[config.mk]
export PLATFORM = sky130hd
export DESIGN_NAME = map_rom_arbiter
export DESIGN_NICKNAME = d
export VERILOG_FILES = /design/src/rtl/map_rom_arbiter.sv
export SDC_FILE = /design/constraint.sdc
export NUM_CORES = 1
export LEC_CHECK = 0
export ABC_AREA = 1
export BUFFER_PORTS_ARGS = -buffer_cell sky130_fd_sc_hd__buf_4
export CAP_MARGIN = 20
export CORE_MARGIN = 3
export CORE_UTILIZATION = 39
export CTS_CLUSTER_DIAMETER = 50
export DETAILED_ROUTE_END_ITERATION = 7
export MAX_ROUTING_LAYER = met4
export PLACE_DENSITY = 0.85
export SYNTH_ARGS = -nofsm -noshare
export SYNTH_HDL_FRONTEND = slang
export SYNTH_SLANG_ARGS = --single-unit
[constraint.sdc]
create_clock -name clk -period 3.42 [get_ports clk]
set_input_delay 0.513 -clock clk [delete_from_list [all_inputs] [get_ports clk]]
set_output_delay 0.513 -clock clk [all_outputs]
set_load 0.01 [all_outputs]
[src/rtl/map_rom_arbiter.sv]
// ----------------------------------------------------------------------------
// map_rom_arbiter
//
// Shares the single map ROM (one row of maze walls per address) between the
// VGA map renderer (display) and the player collision checker. Display has
// fixed priority. A starvation guard makes sure collision reads always
// complete: after STARVE_MAX consecutive denied collision cycles, collision
// wins the next contested cycle. Read latency is one cycle, with one read
// per cycle.
//
// Optional feature (compile-time macro ARB_STATS_EN):
//   Adds the output conflict_cnt[15:0]. It counts cycles in which both
//   requesters ask at once and saturates at 16'hFFFF.
//
// Ports
//   clk          in   1      system clock
//   reset        in   1      synchronous, active-low reset
//   disp_req     in   1      display read request (held with addr until gnt)
//   disp_addr    in   ADDRW  display row address
//   disp_gnt     out  1      display request accepted this cycle (comb)
//   disp_rvalid  out  1      disp_rdata valid (cycle after grant)
//   disp_rdata   out  WIDTH  display row data, 0 when not valid
//   col_req      in   1      collision read request (held with addr until gnt)
//   col_addr     in   ADDRW  collision row address
//   col_gnt      out  1      collision request accepted this cycle (comb)
//   col_rvalid   out  1      col_rdata valid (cycle after grant)
//   col_rdata    out  WIDTH  collision row data, 0 when not valid
//   rom_addr     out  ADDRW  ROM address; granted addr, else last granted addr
//   rom_data     in   WIDTH  ROM registered output (one cycle after rom_addr)
//   conflict_cnt out  16     dual-request cycle count (ARB_STATS_EN only)
//   starve_flag  out  1      collision forced priority pending
// ----------------------------------------------------------------------------
module map_rom_arbiter #(
   parameter int WIDTH      = 30,
   parameter int DEPTH      = 21,
   parameter int ADDRW      = 5,
   parameter int STARVE_MAX = 8
) (
   input  logic             clk,
   input  logic             reset,
   input  logic             disp_req,
   input  logic [ADDRW-1:0] disp_addr,
   output logic             disp_gnt,
   output logic             disp_rvalid,
   output logic [WIDTH-1:0] disp_rdata,
   input  logic             col_req,
   input  logic [ADDRW-1:0] col_addr,
   output logic             col_gnt,
   output logic             col_rvalid,
   output logic [WIDTH-1:0] col_rdata,
   output logic [ADDRW-1:0] rom_addr,
   input  logic [WIDTH-1:0] rom_data,
`ifdef ARB_STATS_EN
   output logic [15:0]      conflict_cnt,
`endif
   output logic             starve_flag
);

   // The counter must be able to hold STARVE_MAX itself.
   localparam int CNTW = $clog2(STARVE_MAX + 1);
   localparam logic [CNTW-1:0]  STARVE_LIM = CNTW'(STARVE_MAX);
   localparam logic [ADDRW:0]   DEPTH_L    = (ADDRW + 1)'(DEPTH);

   // Rows at or beyond DEPTH do not exist; they read back as solid wall.
   function automatic logic addr_oor(input logic [ADDRW-1:0] a);
      return ({1'b0, a} >= DEPTH_L);
   endfunction

   logic [CNTW-1:0]  starve_cnt_r;
   logic             starve_hit_s;
   logic             disp_gnt_s;
   logic             col_gnt_s;
   logic [ADDRW-1:0] rom_addr_s;
   logic [ADDRW-1:0] last_addr_r;
   logic             disp_rvalid_r;
   logic             disp_oor_r;
   logic             col_rvalid_r;
   logic             col_oor_r;

   assign starve_hit_s = (starve_cnt_r == STARVE_LIM);

   // Grant selection: display first unless collision has been starved.
   always_comb begin
      disp_gnt_s = 1'b0;
      col_gnt_s  = 1'b0;
      if (!reset) begin
         disp_gnt_s = 1'b0;
         col_gnt_s  = 1'b0;
      end else if (disp_req && col_req) begin
         if (starve_hit_s) begin
            col_gnt_s = 1'b1;
         end else begin
            disp_gnt_s = 1'b1;
         end
      end else if (disp_req) begin
         disp_gnt_s = 1'b1;
      end else if (col_req) begin
         col_gnt_s = 1'b1;
      end else begin
         disp_gnt_s = 1'b0;
         col_gnt_s  = 1'b0;
      end
   end

   // ROM address mux; holds the last granted address when idle.
   always_comb begin
      rom_addr_s = last_addr_r;
      if (!reset) begin
         rom_addr_s = '0;
      end else if (disp_gnt_s) begin
         rom_addr_s = disp_addr;
      end else if (col_gnt_s) begin
         rom_addr_s = col_addr;
      end else begin
         rom_addr_s = last_addr_r;
      end
   end

   // Read-return pipeline, starvation counter and held address.
   always_ff @(posedge clk) begin
      if (!reset) begin
         disp_rvalid_r <= 1'b0;
         disp_oor_r    <= 1'b0;
         col_rvalid_r  <= 1'b0;
         col_oor_r     <= 1'b0;
         starve_cnt_r  <= '0;
         last_addr_r   <= '0;
      end else begin
         disp_rvalid_r <= disp_gnt_s;
         disp_oor_r    <= disp_gnt_s & addr_oor(disp_addr);
         col_rvalid_r  <= col_gnt_s;
         col_oor_r     <= col_gnt_s & addr_oor(col_addr);
         last_addr_r   <= rom_addr_s;
         if (col_gnt_s) begin
            starve_cnt_r <= '0;
         end else if (col_req && !starve_hit_s) begin
            starve_cnt_r <= starve_cnt_r + CNTW'(1);
         end else begin
            starve_cnt_r <= starve_cnt_r;
         end
      end
   end

   // Return data: ROM row, all-ones for out-of-range rows, zero when idle.
   always_comb begin
      disp_rdata = '0;
      col_rdata  = '0;
      if (disp_rvalid_r) begin
         disp_rdata = disp_oor_r ? {WIDTH{1'b1}} : rom_data;
      end else begin
         disp_rdata = '0;
      end
      if (col_rvalid_r) begin
         col_rdata = col_oor_r ? {WIDTH{1'b1}} : rom_data;
      end else begin
         col_rdata = '0;
      end
   end

`ifdef ARB_STATS_EN
   logic [15:0] conflict_cnt_r;

   // Saturating count of contested cycles.
   always_ff @(posedge clk) begin
      if (!reset) begin
         conflict_cnt_r <= 16'h0000;
      end else if (disp_req && col_req && (conflict_cnt_r != 16'hFFFF)) begin
         conflict_cnt_r <= conflict_cnt_r + 16'h0001;
      end else begin
         conflict_cnt_r <= conflict_cnt_r;
      end
   end

   assign conflict_cnt = conflict_cnt_r;
`endif

   assign disp_gnt    = disp_gnt_s;
   assign col_gnt     = col_gnt_s;
   assign rom_addr    = rom_addr_s;
   assign disp_rvalid = disp_rvalid_r;
   assign col_rvalid  = col_rvalid_r;
   assign starve_flag = starve_hit_s;

endmodule

After elaboration in Yosys (flattened, before gate mapping)
Cells that the tools add are included.
- shift-type cells: 0
- equal/unequal tests: 1
- $add $sub $neg: 1
- div/mod/pow operators: 0
- multiplexer cells: 16
- bitwise gates (word level): 3
- $mul: 0
- $lt $le $gt $ge: 2
- reduce and logical (&&, ||, !) cells: 4
- operator list (operator ; count):
    two-way mux 30 bit ; 4
    two-way mux 5 bit ; 3
    greater-or-equal comparator 5 bit (second input constant) ; 2
    two-way mux 1 bit ; 9
    adder 4 x 1 -> 4 bit (second input constant) ; 1
    equality test 4 bit (second input constant) ; 1
    bitwise AND 1 bit ; 2
    logical AND 1 bit ; 2
    OR reduction 2 bit ; 1
    logical NOT 1 bit ; 1
    inverter 1 bit ; 1
- logic and storage cells: 33
- memories kept: 0
- input port bits: 44
- flip-flop bits (word level): 13
- memory bits (writable): 0
- latch bits: 0
- memory bits (read-only): 0

Logic depth before layout (Yosys ltp)
Gate-level depths: netlist (run 1).
- word-level depth: 7
- depth in mapped cells: 10
- mapped depth without buffers: 10

Least setup slack after synthesis (run 1)
OpenSTA, ideal clock, no wires.
- path kind: register to output
- start: reg starve_cnt_r[0]
- end: out rom_addr[4]
- path buffers: 0
- arrival time: 1.220 ns
- cell stages (with the launch flop): 10
- slack: 1.687 ns
- data required time: 2.907 ns
- cell sequence: dfxtp_1 inv_1 ha_1 nand2_2 nor2_4 nand2_4 nand3_2 inv_2 nand2_2 nand2_1
- RTL lines (element ; line ; source):
    from (decl) ; 69 ; logic [CNTW-1:0] starve_cnt_r;
    from (signal assigned) ; 137 ; starve_cnt_r <= starve_cnt_r + CNTW'(1);
    from (signal assigned) ; 139 ; starve_cnt_r <= starve_cnt_r;
    equality test 4 bit ; 80 ; assign starve_hit_s = (starve_cnt_r == STARVE_LIM);
    named net starve_flag ; 56 ; output logic starve_flag
    two-way mux 1 bit ; 90 ; if (starve_hit_s) begin
    two-way mux 1 bit ; 89 ; end else if (disp_req && col_req) begin
    two-way mux 1 bit ; 86 ; if (!reset) begin
    named net disp_gnt ; 43 ; output logic disp_gnt,
    two-way mux 5 bit ; 110 ; end else if (disp_gnt_s) begin
    two-way mux 5 bit ; 108 ; if (!reset) begin
    to (decl) ; 51 ; output logic [ADDRW-1:0] rom_addr,
The timed path passes the listed nets, and every way through them passes these cells.

Worst setup path after layout (run 1)
- start: reg starve_cnt_r[0]
- end: out rom_addr[0]
- longest elaborated chain between the ends: 7
- RTL lines (element ; line ; source):
    equality test 4 bit (*) ; 80 ;
    two-way mux 1 bit ; 90 ;
    two-way mux 1 bit ; 89 ;
    two-way mux 1 bit ; 86 ;
    two-way mux 5 bit ; 112 ; end else if (col_gnt_s) begin
    two-way mux 5 bit (*) ; 110 ;
    two-way mux 5 bit (*) ; 108 ;
Mark *: on every way between the ends. The rest lies on a longest branch, timed or not.

==> summary.md, run 1 <==
| Metric | Value |
|---|---|
| Max_cap viols | 0 |
| Initial DRC Count | 98 |
| Period utilisation layout | 65.4% |
| Met3 Resource Use GR | 3.98% |
| Outcome | finished, final reports clean |
| RePlAce Congestion | 0.846 |
| 1st-pass router iterations | 4 |
| IR drop worst, VDD | 0.000224 V |
| GRT overflow | 0 |
| Final count of negative-setup-slack endpoints | 0 |
| Leak | 1.27 nW |
| Antenna violations before repair | 0 |
| Tot GR Track Use | 21.4% |
| Syn Nets | 250 |
| Unrepaired setup endpoints after global routing | false |
| Clk pin slew, worst setup/hold paths | 0.08 ns |
| Area of the mapped netlist | 1200 um^2 |
| Initial Util | 42.3% |
| FF-to-FF path depth | 9 |
| Die W | 61.4 um |
| FILL cells | 263 |
| Final net count | 354 |
| CP endpoint kind | output port |
| Cell Pwr Density | 223 nW/um^2 |
| Core Area | 2830 um^2 |
| DP HPWL | 3.41 mm |
| Die height | 61.4 um |
| GRT busiest layer | met2 |
| First-pass GRT wire length | 6.04 mm |
| Vias | 1682 |
| Synthesized instance count | 204 |
| Die area | 3770 um^2 |
| Largest net degree at the start of global routing | 31 |
| Clk sinks | 13 |
| PostCTS Resize Cnt | 0 |
| Final hold viol count | 0 |
| Worst Hold Class | in2reg |
| Area Overhead vs Synth | 71.2% |
| Library cells used by synthesis | 23 |
| Routed Antenna Nets | 0 |
| Final setup TNS | 0 ns |
| Total CTS buffers | 3 |
| Vias in the first global route | 1429 |
| Instance area at placement | 2020 um^2 |
| Htree depth | 1 |
| Clk_skew | 0.00325 ns |
| Root Driver | clkbuf_4 |
| Clock latency on the worst-skew pair | 0.29 ns |
| Final hold slack | 0.453 ns |
| Hold path cells | 3 |
| Met1 Usage GRT | 22.5% |
| YS warnings | 0 |
| Reg-to-Reg Start | starve_cnt_r[0]$_SDFFE_PP0P_ |
| Total Routed Length | 4.27 mm |
| Final WS setup | 1.18 ns |
| CTS tree | built |
| Final Instance Area | 2050 um^2 |
| Avg Cell Area, Syn | 5.86 um^2 |
| Placed insts | 334 |
| Final Util | 72.4% |
| Post-route DRC violation count | 0 |
| Worst Path Required | 2.91 ns |
| Final Critical Period | 2.24 ns |
| Post-DR wirelength/cell | 12.6 um |
| Crit Path Max Fanout | 6 |
| Total power draw | 0.456 mW |
| Fin. max-slew vios | 0 |
| Final Non-Filler Cells | 338 |
| Worst slew pin tran | 0.896 ns |
| PortBufs | 113 |
| Share of cells above drive strength 1 | 42.3% |
| Via density | 4.98 |
| Setup crit start kind | register |
| GR Util met2 | 38.2% |
| Crit path kind | reg2out |
| Num rows | 19 |
| Max Clk Rate | 447 MHz |
| Post-place setup slack | 1.47 ns |
| Hold_buf cts | 0 |
| Hold Startpoint | disp_addr[4] |
| Worst EP arrival | 1.72 ns |
| Worst setup startpoint | starve_cnt_r[0]$_SDFFE_PP0P_ |
| Postcts setup bufs | 0 |
| Seq/Total Area, Yosys | 21.8% |
| Synthesized flop and latch total | 13 |
| Slew Limit Headroom | 40.2% |
| I/O pins | 114 |
| Antenna diode count | 0 |
| Max Root-Sink Buffers | 2 |
layout by cell type, fill, tap and decap left out, drive strengths merged, types with 3 or more instances in the layout:
master and n:
buf 113, clkbuf 4, inv 58, nor2 3
o21ai 6, nand3 8, nand4 5, nand2 26
a21oi 65, dfxtp 13
worst max-delay path: stages, from the launching register on:
cell and delay (ns):
dfxtp_1 0.33, inv_1 0.09, ha_1 0.21, nand2_2 0.08, nor2_4 0.15, nand2_4 0.08, nand3_2 0.12, nand3_1 0.10
nand2_1 0.09, inv_1 0.05, buf_4 0.13
flip-flops by register name, summed over array words and instances, names as in the netlist:
register,flops
col_oor_r,1
col_rvalid,1
disp_oor_r,1
disp_rvalid,1
last_addr_r,5
starve_cnt_r,4
final timing paths:
check | endpoint | slack, ns
max | rom_addr[0] | 1.18
min | last_addr_r[4]$_SDFF_PN0_ | 0.45
max reg2reg | disp_oor_r$_SDFF_PN0_ | 2.01
min reg2reg | starve_cnt_r[0]$_SDFFE_PP0P_ | 0.49
synthesized netlist by cell type:
cell type / instances / share of area [%]
a21boi_1: 1 / 0.63
a21oi_1: 65 / 27
buf_2: 1 / 0.42
buf_6: 1 / 0.94
clkbuf_1: 12 / 3.8
dfxtp_1: 13 / 22
ha_1: 2 / 2.1
inv_1: 56 / 18
inv_2: 2 / 0.63
nand2_1: 20 / 6.3
nand2_2: 4 / 2.1
nand2_4: 2 / 1.9
nand3_1: 5 / 2.1
nand3_2: 2 / 1.7
nand3_4: 1 / 1.5
nand4_1: 5 / 2.6
nor2_1: 1 / 0.31
nor2_4: 2 / 1.9
nor3_1: 1 / 0.42
nor3b_2: 1 / 1.0
o21ai_0: 2 / 0.84
o21ai_1: 4 / 1.7
xor2_1: 1 / 0.73
final cells by class:
| cell class | instances | area (um^2) | area share (%) |
|---|---|---|---|
| Multi-Input combinational cell | 119 | 657 | 32.1 |
| Sequential cell | 13 | 260 | 12.7 |
| Tap cell | 31 | 38.8 | 1.89 |
| Timing Repair Buffer | 113 | 848 | 41.4 |
| Clock buffer | 4 | 26.3 | 1.28 |
| Inverter | 58 | 218 | 10.6 |
cells by family (layout without fill, tap and decap cells):
| family | count (synthesis) | after routing | synth area share (%) |
|---|---|---|---|
| AOI/OAI and AO/OA | 72 | 72 | 30.3 |
| xor gates and xnor gates | 1 | 1 | 0.732 |
| adders and majority gates | 2 | 2 | 2.09 |
| buffers and inverters | 72 | 175 | 23.3 |
| DFF | 13 | 13 | 21.8 |
| and+or+nand+nor | 44 | 44 | 21.8 |
report_power, final:
group | leakage (nW) | total (mW) | switching [mW] | internal (mW)
logic | 1.14 | 0.198 | 0.100 | 0.0972
registers | 0.107 | 0.161 | 0.00242 | 0.158
clock network | 0.0150 | 0.0979 | 0.0525 | 0.0454
total | 1.27 | 0.456 | 0.155 | 0.301
per-layer routing:
metal,wire length (um),vias to the layer above,part of all wire (%)
li1,-,847,-
met1,1540,740,36
met2,2140,85,50
met3,495,10,12
met5,0,-,0
met4,101,0,2.4
(Power assumes the default switching activity.)
==> inputs of run 2 (changes only) <==
Settings changed: ABC_AREA 1 to 0, CORE_UTILIZATION 39 to 36, PLACE_DENSITY 0.85 to 0.8.
Clock period 3.42 ns to 2.3 ns, I/O delays scaled along.
==> run 2 against run 1 <==
Hold slack lost 0.10 ns; synthesized cell count shrank 27%; critical path type unchanged; non-clock buffer count grew 4; critical endpoint is now rom_addr[4].
==> summary.md, run 2 <==
| Metric | Value |
|---|---|
| Outcome | finished, final reports clean |
| Vias | 1494 (-11%) |
| Antenna violations before repair | 0 (unchanged) |
| Most common cell in the netlist | o21a_1 |
| Cell Pwr Density | 319 nW/um^2 (+43%) |
| I/O pins | 114 (unchanged) |
| PostCTS Resize Cnt | 0 (unchanged) |
| Die height | 62.7 um (+2.2%) |
| FILL cells | 291 (+11%) |
| Most frequent cells in the layout | buf_4 (117), o21a_1 (62), dfxtp_1 (13) |
| Final setup TNS | 0 ns (unchanged) |
| Final Critical Period | 2.01 ns |
| Reg with most FFs | last_addr_r |
| Hold path endpoint | col_oor_r$_SDFF_PN0_ |
| GR Util met2 | 36.9% (-1.3 points) |
| Post-DR wirelength/cell | 14.5 um (+15%) |
| Buf/Inv on CP | 2 (-1) |
| Max Clk Rate | 497 MHz |
| Reg-to-Reg Start | starve_cnt_r[0]$_SDFFE_PP0P_ |
| Fin. max-slew vios | 0 (unchanged) |
| Hold_buf cts | 0 (unchanged) |
| GRT overflow | 0 (unchanged) |
| Synthesized instance count | 148 (-27%) |
| Worst EP arrival | 1.67 ns (-0.05 ns) |
| First-pass GRT wire length | 6.83 mm (+13%) |
| Max_cap viols | 0 (unchanged) |
| CP max stage delay | 0.36 ns (+0.03 ns) |
| Postcts setup bufs | 0 (unchanged) |
| Setup crit start kind | register |
| Vias in the first global route | 1424 (-0.35%) |
| Root Driver | clkbuf_4 |
| Total CTS buffers | 3 (unchanged) |
| GRT busiest layer | met2 |
| Core Area | 2900 um^2 (+2.5%) |
| Post-synth ARST share | 0% (unchanged) |
| RePlAce Congestion | 0.846 (about the same) |
| Worst slew pin tran | 0.414 ns (-0.482 ns) |
| Syn Nets | 194 (-22%) |
| Leak | 0.999 nW (-21%) |
| Die area | 3930 um^2 (+4.3%) |
| Worst path top cell family by delay | simple AND/OR/NAND/NOR gates |
| Area of the multi-input gates | 812 um^2 (+24%) |
| Synthesized flop and latch total | 13 (unchanged) |
| Seq/Total Area, Yosys | 22.5% (+0.73 points) |
| R2r setup slk | 0.89 ns (-1.12 ns) |
| Crit Path Max Fanout | 13 (+7) |
| Total power draw | 0.653 mW (+43%) |
| Avg Cell Area, Syn | 7.82 um^2 (+33%) |
| Initial Util | 39.9% (-2.4 points) |
| 1st-pass router iterations | 4 (unchanged) |
| Number of enable flip-flop cells after synthesis | 0 (unchanged) |
| Via density | 5.06 (+1.8%) |
| CP endpoint kind | output port |
| Num rows | 19 (unchanged) |
| Die W | 62.7 um (+2.2%) |
| Max Root-Sink Buffers | 2 (unchanged) |
| Routed Antenna Nets | 0 (unchanged) |
| Leading cell type in the layout, fill and taps excluded | buf_4 |
| Final net count | 300 (-15%) |
| Synth top area cells | o21a_1 (40%), dfxtp_1 (22%), a21oi_1 (4.3%) |
| Largest register FFs | 5 (unchanged) |
| Area Overhead vs Synth | 76.8% |
| Clk sinks | 13 (unchanged) |
| Slew Limit Headroom | 72.2% (+32 points) |
| FF/Latch Area | 260 um^2 (unchanged) |
| Largest net degree at the start of global routing | 32 (+3.2%) |
| Library cells used by synthesis | 28 (+22%) |
| Hold path cells | 3 (unchanged) |
| Initial DRC Count | 98 (unchanged) |
| Period utilisation layout | 87.4% |
| IR drop worst, VDD | 0.000256 V (+14%) |
| DP HPWL | 3.38 mm (-0.99%) |
| CTS tree | built |
| Crit-path cells | inv_1, ha_1, and4b_4, nand2b_4, a21oi_1, buf_4 |
| Hold Startpoint | col_addr[4] |
| FF-to-FF path depth | 5 (-4) |
| Clk pin slew, worst setup/hold paths | 0.08 ns (about the same) |
| Met3 Resource Use GR | 3.78% (-0.21 points) |
| Synth Flop Type | dfxtp_1 |
| Unrepaired setup endpoints after global routing | false |
| Clk_skew | 0.00126 ns (-0.00199 ns) |
| Htree depth | 1 (unchanged) |
| Post-route DRC violation count | 0 (unchanged) |
| YS warnings | 0 (unchanged) |
| Worst Hold Class | in2reg |
| Reg-to-reg critical path endpoint | disp_oor_r$_SDFF_PN0_ |
| Met1 Usage GRT | 26.5% (+4.0 points) |
| Area of the mapped netlist | 1160 um^2 (-3.2%) |
| Crit path kind | reg2out |
| Commonest cells in the synthesized netlist | o21a_1 (62), clkbuf_1 (13), dfxtp_1 (13) |
| Total Routed Length | 4.27 mm (about the same) |
| Antenna diode count | 0 (unchanged) |
| Worst Path Required | 1.96 ns (-0.95 ns) |
| Final hold viol count | 0 (unchanged) |
| Largest area contributor in the netlist | o21a_1 |
| Top cell type's share of synthesized area | 40.2% (+13 points) |
| Tot GR Track Use | 21.6% (+0.25 points) |
| Clock latency on the worst-skew pair | 0.27 ns (-0.02 ns) |
| Regs by FF count | last_addr_r (5), starve_cnt_r (4) |
| PortBufs | 113 (unchanged) |
| CP max stage cell | dfxtp_1 |
| Final count of negative-setup-slack endpoints | 0 (unchanged) |
| Share of cells above drive strength 1 | 48.6% (+6.3 points) |
## run 2: layout make-up
type | instances | share of cell area (%)
timing repair buffer | 117 | 42.9
multi-input combinational | 115 | 39.7
sequential | 13 | 12.7
tap | 42 | 2.57
inverter | 4 | 0.734
clock inverter | 1 | 0.245
clock buffer | 3 | 1.10
## run 2: worst register-to-register path, delay by kind of cell (launching register included)
kind / cells / cell delay (ns)
flops: 1 / 0.36
buf+inv: 1 / 0.08
simple gates: 3 / 0.67
fa+ha+maj: 1 / 0.21
## run 2: worst max path at each step
stage / startpoint / to / slack (ns) / depth (start not counted)
after floorplan: starve_cnt_r[0]$_SDFFE_PP0P_ / rom_addr[0] / 0.67 / 6
after global placement: starve_cnt_r[0]$_SDFFE_PP0P_ / rom_addr[1] / 0.67 / 6
after detailed placement: starve_cnt_r[0]$_SDFFE_PP0P_ / rom_addr[4] / 0.62 / 6
after CTS: starve_cnt_r[0]$_SDFFE_PP0P_ / rom_addr[4] / 0.29 / 6
after global routing: starve_cnt_r[0]$_SDFFE_PP0P_ / col_gnt / 0.13 / 6
final: starve_cnt_r[0]$_SDFFE_PP0P_ / rom_addr[4] / 0.29 / 6
## run 2: per-layer routing
| layer | up-vias | share of wire (%) |
|---|---|---|
| met1 | 667 | 43 |
| met5 | - | 0 |
| met2 | 79 | 48 |
| met4 | 0 | 0.28 |
| li1 | 746 | - |
| met3 | 2 | 8.6 |
## run 2: logic make-up after synthesis
logic type	Yosys count	synth area share, %
muxes	5	4.32
and+or+nand+nor	22	11.9
AOI/OAI and AO/OA	85	51.0
xor gates and xnor gates	1	0.757
DFF	13	22.5
buffers and inverters	20	7.35
adders and majority gates	2	2.16
## run 2: per-stage QoR
stage | worst slack [ns] | util (%) | std cells | hold WS, ns | instance area [um^2]
final | 0.290 | 70.5 | 295 | 0.352 | 2050
after global placement | 0.669 | 69.6 | 291 | 0.520 | 2020
after global routing | 0.128 | 70.5 | 295 | 0.338 | 2050
after floorplan | 0.671 | - | 148 | 0.486 | 1160
after detailed placement | 0.624 | 69.6 | 291 | 0.523 | 2020
after CTS | 0.291 | 70.5 | 295 | 0.342 | 2050
## run 2: report_power, final
group	internal, mW	switching, mW	leakage (nW)
Clock	0.0644	0.0757	0.0177
Sequential	0.236	0.00332	0.107
Combinational	0.148	0.127	0.874
==> inputs of run 3 (changes only) <==
Settings changed: ABC_AREA 0 to 1, CORE_UTILIZATION 36 to 37, PLACE_DENSITY 0.8 to 0.81.
==> run 3 against run 2 <==
Non-clock buffer count is 1 higher; design area is 2.8% higher; hold slack worse by 0.066 ns; power is 4.4% higher; critical endpoint is now rom_addr[0]; setup slack worse by 0.044 ns; global-route usage is 0.75 points lower; sequential power hardly changed; cell count is 21% higher; sequential share of layout area is 0.34 points lower; die area is 0.50% higher; sequential cell count stayed put.
==> summary.md, run 3 (synthesis results as in run 1) <==
| Metric | Value |
|---|---|
| FF-to-FF path depth | 9 (+4) |
| Final net count | 359 (+20%) |
| Cell Pwr Density | 325 nW/um^2 (+1.6%) |
| Core Area | 3080 um^2 (+6.1%) |
| Reg with most FFs | last_addr_r |
| FF/Latch Area | 260 um^2 (unchanged) |
| Htree depth | 1 (unchanged) |
| CP max stage delay | 0.33 ns (-0.03 ns) |
| Buf/Inv on CP | 3 (+1) |
| Die area | 3950 um^2 (+0.50%) |
| Routed Antenna Nets | 0 (unchanged) |
| Largest net degree at the start of global routing | 31 (-3.1%) |
| Initial DRC Count | 116 (+18%) |
| Worst path top cell family by delay | simple AND/OR/NAND/NOR gates |
| Clk pin slew, worst setup/hold paths | 0.08 ns (about the same) |
| Antenna diode count | 0 (unchanged) |
| Num rows | 20 (+1) |
| Crit Path Max Fanout | 6 (-7) |
| Regs by FF count | last_addr_r (5), starve_cnt_r (4) |
| Die height | 62.9 um (+0.25%) |
| Slew Limit Headroom | 74.7% (+2.5 points) |
| Root Driver | clkbuf_4 |
| Antenna violations before repair | 0 (unchanged) |
| Total Routed Length | 4.22 mm (-1.2%) |
| RePlAce Congestion | 0.820 (-3.0%) |
| Setup crit start kind | register |
| Crit-path cells | inv_1, ha_1, nand2_2, nor2_4, nand2_4, nand3_2, nand3_1, nand2_1, inv_1, buf_4 |
| Reg-to-Reg Start | starve_cnt_r[0]$_SDFFE_PP0P_ |
| PortBufs | 113 (unchanged) |
| Initial Util | 38.9% (-1.0 points) |
| Tot GR Track Use | 20.9% (-0.75 points) |
| Max_cap viols | 0 (unchanged) |
| Reg-to-reg critical path endpoint | last_addr_r[0]$_SDFF_PN0_ |
| Final count of negative-setup-slack endpoints | 0 (unchanged) |
| Via density | 4.75 (-6.2%) |
| Post-route DRC violation count | 0 (unchanged) |
| Met3 Resource Use GR | 4.50% (+0.72 points) |
| Met1 Usage GRT | 23.7% (-2.9 points) |
| Worst Path Required | 1.96 ns (about the same) |
| R2r setup slk | 0.91 ns (+0.02 ns) |
| CP max stage cell | dfxtp_1 |
| Total CTS buffers | 3 (unchanged) |
| Post-place setup slack | 0.558 ns (-0.0661 ns) |
| Hold path endpoint | last_addr_r[4]$_SDFF_PN0_ |
| Hold path cells | 3 (unchanged) |
| Final Critical Period | 2.05 ns (+0.0444 ns) |
| Max Root-Sink Buffers | 2 (unchanged) |
| 1st-pass router iterations | 4 (unchanged) |
| CP endpoint kind | output port |
| DP HPWL | 3.31 mm (-2.0%) |
| First-pass GRT wire length | 6.77 mm (-0.92%) |
| Hold Startpoint | disp_addr[4] |
| Most used cell, CP | inv_1 |
| Final setup TNS | 0 ns (unchanged) |
| I/O pins | 114 (unchanged) |
| Period utilisation layout | 89.3% (+1.9 points) |
| Unrepaired setup endpoints after global routing | false |
| Die W | 62.9 um (+0.25%) |
| Clk sinks | 13 (unchanged) |
| Final WS setup | 0.245 ns (-0.0444 ns) |
| Postcts setup bufs | 0 (unchanged) |
| Post-DR wirelength/cell | 11.9 um (-18%) |
| GRT busiest layer | met2 |
| PostCTS Resize Cnt | 0 (unchanged) |
| FILL cells | 295 (+1.4%) |
| Clock latency on the worst-skew pair | 0.28 ns (about the same) |
| CTS tree | built |
| CP Depth | 10 (+4) |
| Share of cells above drive strength 1 | 43.3% (-5.3 points) |
| Worst slew pin tran | 0.380 ns (-0.0346 ns) |
| Outcome | finished, final reports clean |
| Largest register FFs | 5 (unchanged) |
| Area Overhead vs Synth | 75.7% |
| GR Util met2 | 37.7% (+0.80 points) |
| Leak | 1.29 nW (+29%) |
| Worst Hold Class | in2reg |
| Vias in the first global route | 1489 (+4.6%) |
| Vias | 1691 (+13%) |
| Crit path kind | reg2out |
| Max Clk Rate | 487 MHz (-2.2%) |
| Final hold viol count | 0 (unchanged) |
| Leading cell type in the layout, fill and taps excluded | buf_4 |
| Fin. max-slew vios | 0 (unchanged) |
| Most frequent cells in the layout | buf_4 (118), a21oi_1 (65), inv_1 (56) |
| Hold_buf cts | 0 (unchanged) |
| Clk_skew | 0.000811 ns (-0.000444 ns) |
| GRT overflow | 0 (unchanged) |
| IR drop worst, VDD | 0.000272 V (+6.3%) |
| Worst EP arrival | 1.71 ns (+0.04 ns) |
| Area of the multi-input gates | 657 um^2 (-19%) |
## run 3: changes by cell type in the layout (fill, tap and decap cells not counted), moves of 3 or more
cell      before  now
a21oi_1       10   65
inv_1          4   56
mux2i_1        5    0
nand2_1        3   20
nand2_2        0    4
nand2b_1       5    0
nand3_1        2    5
nand4_1        1    5
o21a_1        62    0
o21ai_0        8    2
o21ai_1        1    4
## run 3: report_power, final
part	total, mW	internal (mW)	switching (mW)	leakage [nW]
sequential	0.239	0.235	0.00398	0.107
combinational	0.298	0.149	0.149	1.17
clock	0.145	0.0673	0.0777	0.0150
## run 3: layer usage
layer	share of wire (%)	up-vias
li1	-	854
met1	40	741
met2	49	89
met3	9.8	7
met4	1.0	0
met5	0	-
## run 3: worst max path at each step
stage | from | endpoint | slack, ns
2_1_floorplan | starve_cnt_r[0]$_SDFFE_PP0P_ | rom_addr[4] | 0.74
3_3_place_gp | starve_cnt_r[0]$_SDFFE_PP0P_ | rom_addr[2] | 0.62
3_5_place_dp | starve_cnt_r[0]$_SDFFE_PP0P_ | rom_addr[0] | 0.56
4_1_cts | starve_cnt_r[0]$_SDFFE_PP0P_ | rom_addr[0] | 0.24
5_1_grt | starve_cnt_r[0]$_SDFFE_PP0P_ | rom_addr[0] | 0.1
6_report | starve_cnt_r[0]$_SDFFE_PP0P_ | rom_addr[0] | 0.25
## run 3: final cells by class
| cell class | instances | share of cell area, % |
|---|---|---|
| Timing Repair Buffer | 118 | 42.1 |
| Sequential cell | 13 | 12.4 |
| Multi-Input combinational cell | 119 | 31.2 |
| Inverter | 58 | 10.4 |
| Clock buffer | 4 | 1.25 |
| Tap cell | 44 | 2.62 |
## run 3: per-stage QoR
stage	instances	util (%)	hold slack [ns]	total power, mW	cell area (um^2)
floorplan	204	-	0.454	0.382	1200
global placement	352	67.4	0.471	0.540	2080
detailed placement	352	67.4	0.490	0.542	2080
CTS	356	68.3	0.285	0.683	2100
global route	356	68.3	0.295	0.723	2100
finish	356	68.3	0.286	0.682	2100
## run 3: worst min-delay path, stage by stage
cell and delay (ns):
buf_4 0.08, nand2_2 0.05, nand2_1 0.06
